**src/rtl/intr_ctrl.sv**
```systemverilog
// intr_ctrl: edge-triggered, single-level interrupt controller for the CP0 interface.
// Latches rising edges on irq_in as pending bits and qualifies them with CP0 status.
// The lowest-indexed eligible line is presented as a held request until it is
// acknowledged, then tracked as in service until eret.
module intr_ctrl #(
    parameter int         NIRQ       = 6,
    parameter logic [4:0] CAUSE_BASE = 5'd16
) (
    input  logic            clk,
    input  logic            rst,
    input  logic [NIRQ-1:0] irq_in,
    input  logic [NIRQ-1:0] irq_clr,
    input  logic [31:0]     status,
    input  logic            intr_ack,
    input  logic            eret,
    output logic            intr,
    output logic [4:0]      cause,
    output logic [2:0]      irq_id,
    output logic [NIRQ-1:0] pending,
    output logic            in_service
);

    typedef enum logic [1:0] {IDLE, REQ, SVC} state_t;

    state_t          state;
    logic [NIRQ-1:0] irq_q;
    logic [NIRQ-1:0] edges;
    logic [NIRQ-1:0] eligible;
    logic            any_eligible;
    logic [2:0]      winner;
    logic            ack_take;

    // Status bits above the per-line enables have no meaning here.
    logic unused_status;
    assign unused_status = ^status[31:NIRQ+1];

    assign edges    = irq_in & ~irq_q;
    assign eligible = status[0] ? (pending & status[NIRQ:1]) : '0;
    // Only an ack that arrives while a request is outstanding retires a line.
    assign ack_take = (state == REQ) && intr_ack;

    // Priority encoder: scan downwards so the lowest eligible index is left last.
    always_comb begin
        winner       = '0;
        any_eligible = 1'b0;
        for (int i = NIRQ - 1; i >= 0; i--) begin
            if (eligible[i]) begin
                winner       = 3'(i);
                any_eligible = 1'b1;
            end
        end
    end

    // Previous-cycle copy of the raw lines for rising-edge detection.
    always_ff @(posedge clk or posedge rst) begin
        if (rst) begin
            irq_q <= '0;
        end else begin
            irq_q <= irq_in;
        end
    end

    // Pending bits: a new edge beats a software clear, which beats an ack clear.
    generate
        for (genvar gi = 0; gi < NIRQ; gi++) begin : g_pending
            always_ff @(posedge clk or posedge rst) begin
                if (rst) begin
                    pending[gi] <= 1'b0;
                end else if (edges[gi]) begin
                    pending[gi] <= 1'b1;
                end else if (irq_clr[gi]) begin
                    pending[gi] <= 1'b0;
                end else if (ack_take && (irq_id == 3'(gi))) begin
                    pending[gi] <= 1'b0;
                end
            end
        end
    endgenerate

    // Request/service FSM; intr and in_service are registered state decodes and
    // irq_id/cause are frozen from the moment a request is raised.
    always_ff @(posedge clk or posedge rst) begin
        if (rst) begin
            state      <= IDLE;
            intr       <= 1'b0;
            in_service <= 1'b0;
            irq_id     <= '0;
            cause      <= '0;
        end else begin
            case (state)
                IDLE: begin
                    if (any_eligible) begin
                        state  <= REQ;
                        intr   <= 1'b1;
                        irq_id <= winner;
                        cause  <= CAUSE_BASE + {2'b00, winner};
                    end
                end
                REQ: begin
                    if (intr_ack) begin
                        state      <= SVC;
                        intr       <= 1'b0;
                        in_service <= 1'b1;
                    end
                end
                SVC: begin
                    if (eret) begin
                        state      <= IDLE;
                        in_service <= 1'b0;
                    end
                end
                default: begin
                    state      <= IDLE;
                    intr       <= 1'b0;
                    in_service <= 1'b0;
                end
            endcase
        end
    end

endmodule
```
**config.mk**
```make
export PLATFORM = sky130hd
export DESIGN_NAME = intr_ctrl
export DESIGN_NICKNAME = d
export VERILOG_FILES = /design/src/rtl/intr_ctrl.sv
export SDC_FILE = /design/constraint.sdc
export NUM_CORES = 1
export LEC_CHECK = 0
export BUFFER_PORTS_ARGS = -buffer_cell sky130_fd_sc_hd__buf_4
export CAP_MARGIN = 10
export CORE_ASPECT_RATIO = 0.7
export CORE_UTILIZATION = 36
export DETAILED_ROUTE_END_ITERATION = 8
export PLACE_DENSITY = 0.83
export SYNTH_ARGS = -nofsm -noshare
export SYNTH_HDL_FRONTEND = slang
export SYNTH_SLANG_ARGS = --single-unit
```
**constraint.sdc**
```tcl
create_clock -name clk -period 1.3 [get_ports clk]
set_clock_uncertainty 0.15 [all_clocks]
set_input_delay 0.065 -clock clk [delete_from_list [all_inputs] [get_ports clk]]
set_output_delay 0.065 -clock clk [all_outputs]
set_load 0.005 [all_outputs]
```
==> flow_results.org, run 1 <==
** Setup path
- Along the worst path, the maximum fanout reaches 4.
- The worst setup path is launched from a flop.
- The worst setup path is of the flop to flop kind.
- Walking the worst path, the cells encountered are a22o_1 > nand2b_4 > o21a_4 > mux2_4.
- The worst setup path is captured at a flop.
- Longest individual stage delay on the worst path :: 0.39 ns
- The largest individual stage delay along the critical path comes from the cell sky130_fd_sc_hd__dfrtp_1.
- Crit path required time :: between 1 and 1.5 ns
- Crit path arrival time :: 1.55 ns

** GRT
- Vias in the first global route :: 973
- Initial antenna violation count :: 0
- Remaining global-route overflow :: 0
- Largest net degree at the start of global routing :: 21
- The first global-routing pass estimated 4340 um of wire.
- Global Route Usage Sum :: 20.3%

** Yosys
- Area leader, netlist :: sky130_fd_sc_hd__dfrtp_1
- The synthesized design contains 20 register bits.
- The portion of synthesized area spent on multiplexers is 1.64%.
- Synthesized-area fraction occupied by and/or/nand/nor cells :: 15.7%
- Combined area of all synthesized cells :: 917 um2
- After Yosys synthesis, XOR and XNOR cells account for 0% of the synthesized area.
- Top cells by count, synth :: sky130_fd_sc_hd__dfrtp_1, sky130_fd_sc_hd__inv_1, sky130_fd_sc_hd__nand2_1, sky130_fd_sc_hd__o32ai_1
- The synthesized netlist devotes 0% of its cell area to adder and majority cells.
- After synthesis, the mean cell area works out to 10.9 um2.
- Main synth FF type :: sky130_fd_sc_hd__dfrtp_1
- Cell with the most instances after synthesis :: sky130_fd_sc_hd__dfrtp_1
- Number of distinct library cells after synthesis :: 26
- Summing the areas of all compound-gate instances in the mapped netlist gives 19.1% of the synthesized area.
- Number of warnings issued by yosys :: 0
- In the synthesized netlist, the number of instances is 84.
- Sequential element share of the synthesized area :: a little over half
- Number of flops mapped to enable cells by yosys :: 0
- In the post-synthesis netlist, the biggest area contributors are sky130_fd_sc_hd__dfrtp_1, sky130_fd_sc_hd__inv_1, sky130_fd_sc_hd__o32ai_1.
- Counting every net in the synthesized netlist gives 132.
- Main combinational cell family by area after synthesis :: compound AO/OA/AOI/OAI gates
- Async SR Flop Fraction :: 100%
- Summed over its instances, the top area cell type makes up between 50% and 60% of the synthesized netlist area.

** Power
- Power Density :: 1430 nW/um2
- IR drop worst, VDD :: 0.000932 V
- In this run switching power makes up 34.1% of total power.
- Summed over all nets, the switching power comes to 0.778 mW.
- Logic gate share of total power :: 44.5%
- Proportion of power drawn by the clock network :: 13.0%
- Internal power component :: 1.50 mW
- Sequential cell fraction of total power :: 42.5%
- For this design the static power due to leakage is between 0.7 and 0.8 nW.

** STA
- Max-slew violation count :: 0
- Worst setup margin :: -0.196 ns
- Post-route minimum period :: 1.50 ns
- The final count of hold timing violations is 0.
- Final period util :: 115%
- Achievable frequency :: 0.668 GHz
- Finish-stage setup viols :: 17
- Setup repair after global routing could not meet its margin everywhere.

** Clock tree
- Num CTS Buffers :: 3
- TritonCTS built the clock tree.
- Clock tree synthesis selected as its root buffer the cell sky130_fd_sc_hd__clkbuf_4.
- In this run the number of H-tree levels came out at 1.
- Buffer levels on the longest clock path :: 2
- Clk sink count :: 20
- Reg clk slew, reported paths :: 0.12 ns
- Clock latency on the worst-skew pair, taken at its later pin, is 0.30 ns.

** Die
- The die covers 2760 um2.
- Measured along the x axis, the die boundary spans ~62 um.
- 64 I/O pins were placed.
- Once the floorplan was initialized, standard cells occupied about two fifths of the core.
- The core region is 2280 um2.
- In this run the vertical extent of the chip is 44.2 um.
- Core Rows :: 14

** Final layout
- Post-Route Utilization :: 70.1%
- From synthesis to final layout, the design area changed by 74.1%.
- Summing all non-filler instances in the final layout gives an area of 1600 um2.
- The repair_antennas step left the layout with diodes totalling 0.
- For this run, the post-layout net count is about 200.
- Number of standard cells in the final layout excluding fillers :: 188
- Proportion of layout cells with a drive suffix above 1 :: 50.0%

** Drt
- The detailed router finished its first iteration with 7 violations.
- Average routed wire per standard cell :: 13.8 um
- Iteration count of the initial detailed-routing pass :: 4
- The final layout contains routed wiring with a total length of 2590 um.
- Vias per inst :: 4.81
- Summing over every cut layer, the via total after detailed routing is between 900 and 1k.
- For this run, design rule violations remaining after detail routing come to 0.
- The detail route stage leaves a number of antenna-violating nets equal to 0.

** Placement
- Count of placed standard cells including taps :: 165
- Gpl congestion :: 0.812
- Count of buffers from port buffering :: 37
- Total half-perimeter wirelength after legalization and detailed placement :: 1640 um
- Area after DPL :: 1330 um2

** Outcome
- The final reports fail on negative setup slack.
- Result of the run :: complete, but fails checks

** Run
- Max-cap violations :: 0

** Worst hold path
- Hold WC Path Type :: input port to flop
==> final timing paths <==
| kind | startpoint | end | slack, ns | cells after the start |
|---|---|---|---|---|
| min | status[4] | cause[2]$_DFFE_PP0P_ | 0.05 | 5 |
| max in group asynchronous | rst | irq_q[4]$_DFF_PP0_ | 0.61 | 4 |
| min reg2reg | irq_q[5]$_DFF_PP0_ | pending[5]$_DFFE_PP0P_ | 0.27 | 1 |
| max reg2reg | pending[5]$_DFFE_PP0P_ | irq_id[0]$_DFFE_PP0P_ | -0.20 | 4 |
| max | pending[5]$_DFFE_PP0P_ | irq_id[0]$_DFFE_PP0P_ | -0.20 | 4 |
| min in group asynchronous | rst | cause[2]$_DFFE_PP0P_ | 0.17 | 4 |
==> worst max-delay path, delay by kind of cell, from the launching register on <==
family,cells,cell delay [ns]
compound gates,2,0.44
flops,1,0.39
mux,1,0.29
simple gates,1,0.15
==> metrics by stage <==
step / total power, mW / setup TNS (ns) / hold slack (ns) / setup WS, ns
final: 2.28 / -1.53 / 0.0451 / -0.196
after global routing: 2.41 / -2.51 / 0.0396 / -0.232
after CTS: 2.18 / -1.22 / 0.0238 / -0.185
after detailed placement: 1.77 / -1.37 / -0.0385 / -0.190
after global placement: 1.74 / -1.15 / -0.0436 / -0.174
after floorplan: 1.30 / -0.594 / -0.121 / -0.205
==> cell families (layout without fill, tap and decap cells) <==
group                  count (synthesis)  in the layout
buffers and inverters                 17             89
flip-flops                            20             20
AND/OR/NAND/NOR                       24             24
other                                  1              1
AO/OA/AOI/OAI                         21             21
multiplexers                           1              1
==> power by group through the flow <==
stage,Sequential [mW],Clock (mW),Combinational [mW]
global route,0.989,0.321,1.10
CTS,0.951,0.301,0.930
detailed placement,0.934,0,0.833
global placement,0.925,0,0.817
finish,0.969,0.297,1.01
floorplan,0.929,0,0.372
==> what timing repair did <==
action                     CTS  global route
hold endpoints to repair    36             0
resized for setup            7             4
hold buffers                15             0
pin swaps                    3             2
setup buffers                2             3
setup endpoints to repair   15            18
==> layer usage <==
layer,share of wire [%],GRT usage [%],routed length [um],vias up
met3,4.6,5.41,120,2
met1,46,25.0,1180,434
met4,0.54,2.79,14,0
li1,-,-,-,437
met5,0,0,0,-
met2,49,37.4,1270,31
==> final cells by class <==
cell class | count | area [um2]
clock buffer | 3 | 22.5
fill | 163 | 681
inverter | 13 | 48.8
multi-input combinational | 47 | 395
sequential | 20 | 500
tap | 32 | 40.0
timing repair buffer | 73 | 589
==> registers in the layout (all words and copies together), names as in the netlist <==
register,count
pending,6
cause,2
irq_q,6
intr,1
irq_id,2
in_service,1
state,2
==> cells in the final DEF (no fill, tap or decap), types with 2 or more instances in the layout <==
| cell type | count |
|---|---|
| sky130_fd_sc_hd__dfrtp_1 | 20 |
| sky130_fd_sc_hd__nand2_1 | 9 |
| sky130_fd_sc_hd__dlygate4sd3_1 | 15 |
| sky130_fd_sc_hd__o32ai_1 | 4 |
| sky130_fd_sc_hd__inv_1 | 13 |
| sky130_fd_sc_hd__a21o_2 | 2 |
| sky130_fd_sc_hd__a21oi_2 | 2 |
| sky130_fd_sc_hd__clkbuf_4 | 3 |
| sky130_fd_sc_hd__nor2_1 | 2 |
| sky130_fd_sc_hd__o21ai_0 | 3 |
| sky130_fd_sc_hd__buf_4 | 57 |
| sky130_fd_sc_hd__nor4b_2 | 2 |
| sky130_fd_sc_hd__a21oi_1 | 2 |
| sky130_fd_sc_hd__nand3_1 | 2 |
(Power assumes the default switching activity.)
==> run 2, diff against run 1 <==
==> constraint.sdc (replaced) <==
create_clock -name clk -period 1.3 [get_ports clk]
set_clock_uncertainty 0.15 [all_clocks]
set_input_delay 0.065 -clock clk [delete_from_list [all_inputs] [get_ports clk]]
set_output_delay 0.065 -clock clk [all_outputs]
set_load 0.1 [all_outputs]
==> run 2 against run 1 <==
The run still ends with negative setup slack left. Hold slack worse by 0.029 ns. Via count increased by 8.0%. Largest power group unchanged. Global-route usage rose by 3.8 points. Fmax decreased by 7.5%. Setup slack got worse by 0.12 ns. Clock power shrank 1%.
==> flow_results.org, run 2 (synthesized netlist as in run 1, its figures left out) <==
** Outcome
- The flow ran to the end, but the final reports show violations.
- Failing checks :: negative setup slack

** Setup path
- For this design, the slowest cell found on the critical path is sky130_fd_sc_hd__dfrtp_4.
- Category of the worst setup path capture point :: flop
- Grouping stages by cell kind, the critical path spends the most delay in flip-flops.
- The endpoint required time on the critical path was 1.36 ns (about the same).
- The arrival time of data at the critical path endpoint came to 1.67 ns (+0.12 ns).
- Critical path start-end classification :: flop to flop
- The maximum fanout along the worst path was 4 (unchanged).
- The critical path goes through a22o_1 > nand2b_4 > o21a_4 > mux2_4.
- Longest individual stage delay on the worst path :: 0.49 ns (+0.10 ns)
- The buffers plus inverters on the worst setup path was 0 (unchanged).
- The worst setup path is launched from a flop.

** STA
- The fmax is 0.618 GHz (-7.5%).
- Final period util :: 124% (+9.3 points)
- Hold Fails Final Rpt :: 0 (unchanged)
- Worst setup margin :: -0.317 ns (-0.121 ns)
- Finish-stage setup viols :: 16 (-1)
- Unrepaired setup endpoints after global routing :: yes
- The minimum period implied by the final worst setup slack came to 1.62 ns (+0.121 ns).
- The total count of max-transition violations in the final report was 0 (unchanged).

** GRT
- The global router's overall resource usage came to 24.1% (+3.8 points).
- Remaining global-route overflow :: 0 (unchanged)
- The number of antenna violations at the first check in global routing was 0 (unchanged).
- The pin count of the biggest net entering global routing was 21 (unchanged).
- First-pass GRT wire length :: 4800 um (+10%)
- Vias in the first global route :: 1,011 (+3.9%)

** Clock tree
- CTS tree :: built
- Num CTS Buffers :: 3 (unchanged)
- Count of H-tree levels built during CTS :: 1 (unchanged)
- The clock slew seen by the registers of the worst setup and hold paths was 0.12 ns (about the same).
- The number of clock sinks came to 20 (unchanged).
- The later-pin clock latency in the skew report was 0.31 ns (about the same).
- Clock root buffer master :: sky130_fd_sc_hd__clkbuf_4
- Buffer levels on the longest clock path :: 2 (unchanged)

** Die
- Initial core utilization :: 40.3% (unchanged)
- Number of top-level pins :: 64 (unchanged)
- The die outline width came to 62.3 um (unchanged).
- The overall die area was 2760 um2 (unchanged).
- Core Rows :: 14 (unchanged)
- The vertical die dimension is 44.2 um (unchanged).
- Floorplan Core Area :: 2280 um2 (unchanged)

** Drt
- Number of nets with antenna violations after detailed routing :: 0 (unchanged)
- Vias per inst :: 4.90 (+2.0%)
- Drt drc :: 0 (unchanged)
- The initial detailed-routing violation count is 42 (+35).
- The wire length after detailed routing is 3080 um (+19%).
- The detailed-routing iteration count for the pre-antenna-repair pass is 4 (unchanged).
- Vias after detailed routing :: 976 (+8.0%)
- Average routed wire per standard cell :: 15.5 um (+12%)

** Placement
- The total placed instance area came to 1380 um2 (+3.8%).
- The number of input and output port buffers inserted came to 37 (unchanged).
- Gpl congestion :: 0.770 (-5.3%)
- Total half-perimeter wirelength after legalization and detailed placement :: 1750 um (+6.5%)
- Pre-CTS WS :: -0.309 ns (-0.119 ns)

** Final layout
- The number of inserted diodes was 0 (unchanged).
- The layout net count came to 217 (+5.3%).
- The utilization of the core after routing was 81.3% (+11 points).
- Top library cells by usage in the layout, fill and taps aside :: sky130_fd_sc_hd__buf_4, sky130_fd_sc_hd__dlygate4sd3_1, sky130_fd_sc_hd__inv_1, sky130_fd_sc_hd__buf_6, sky130_fd_sc_hd__dfrtp_1
- Relative to the synthesized area, the layout overhead comes to 102%.
- Leaving out fill and tap cells, the most frequent cell in the layout is sky130_fd_sc_hd__buf_4.
- Biggest regs :: irq_q x6, pending x6
- Proportion of layout cells with a drive suffix above 1 :: 58.7% (+8.7 points)
- Final standard cell area without fillers :: 1850 um2 (+16%)

** Run
- Max-cap violations :: 0 (unchanged)

** Power
- Power Density :: 2090 nW/um2 (+46%)
- IR drop worst, VDD :: 0.00121 V (+30%)
- The leakage power came to 0.881 nW (+11%).

** Worst hold path
- The path class of the tightest hold or removal check is input port to flop.
## run 2: worst reg2reg max path: stages, from the launching register on
cell	delay, ns
sky130_fd_sc_hd__dfrtp_4	0.49
sky130_fd_sc_hd__a22o_1	0.24
sky130_fd_sc_hd__nand2b_4	0.15
sky130_fd_sc_hd__o21a_4	0.22
sky130_fd_sc_hd__mux2_4	0.29
## run 2: worst paths after layout
path,startpoint,end,slack (ns),cells after the start
max in group asynchronous,rst,pending[4]$_DFFE_PP0P_,0.57,4
worst max register to register,pending[5]$_DFFE_PP0P_,irq_id[0]$_DFFE_PP0P_,-0.32,4
worst min-delay path,intr_ack,in_service$_DFFE_PP0P_,0.02,3
worst min register to register,irq_q[5]$_DFF_PP0_,pending[5]$_DFFE_PP0P_,0.26,1
worst max-delay path,pending[5]$_DFFE_PP0P_,irq_id[0]$_DFFE_PP0P_,-0.32,4
min in group asynchronous,rst,cause[4]$_DFFE_PP0P_,0.18,4
## run 2: layer usage
| metal | up-vias | track usage [%] | part of all wire, % |
|---|---|---|---|
| met1 | 457 | 28.0 | 42 |
| met3 | 13 | 5.41 | 6.7 |
| met2 | 49 | 42.9 | 48 |
| met4 | 0 | 13.5 | 3.3 |
| met5 | - | 0 | 0 |
| li1 | 457 | - | - |
## run 2: through the flow
stage	setup TNS, ns	hold WS (ns)	std cells	power, mW
6_report	-2.81	0.0163	199	3.87
5_1_grt	-3.34	0.0281	199	4.00
3_5_place_dp	-1.80	-0.0334	166	2.87
2_1_floorplan	-1.83	-0.121	84	2.36
3_3_place_gp	-1.71	-0.0406	166	2.83
4_1_cts	-2.19	0.00257	196	3.55
## run 2: area by class of cell
class	instances	area (um2)
fillers	125	427
inverters	13	48.8
well taps	32	40.0
flip-flops and latches	20	531
repair buffers	84	812
clock buffers	3	22.5
multi-input cells	47	397
## run 2: power by group
part           internal, mW  leakage (nW)  total (mW)  switching, mW
logic                  1.03         0.641        2.57           1.54
registers             0.795         0.226        1.00          0.208
clock network         0.108        0.0138       0.293          0.185
total                  1.93         0.881        3.87           1.94
## run 2: repair_timing
item,4_1_cts,5_1_grt
resized for setup,31,11
setup endpoints to repair,22,24
pin swaps,7,3
hold buffers,15,0
gates cloned,0,0
endpoints found under the hold margin,35,0
setup buffers,13,5
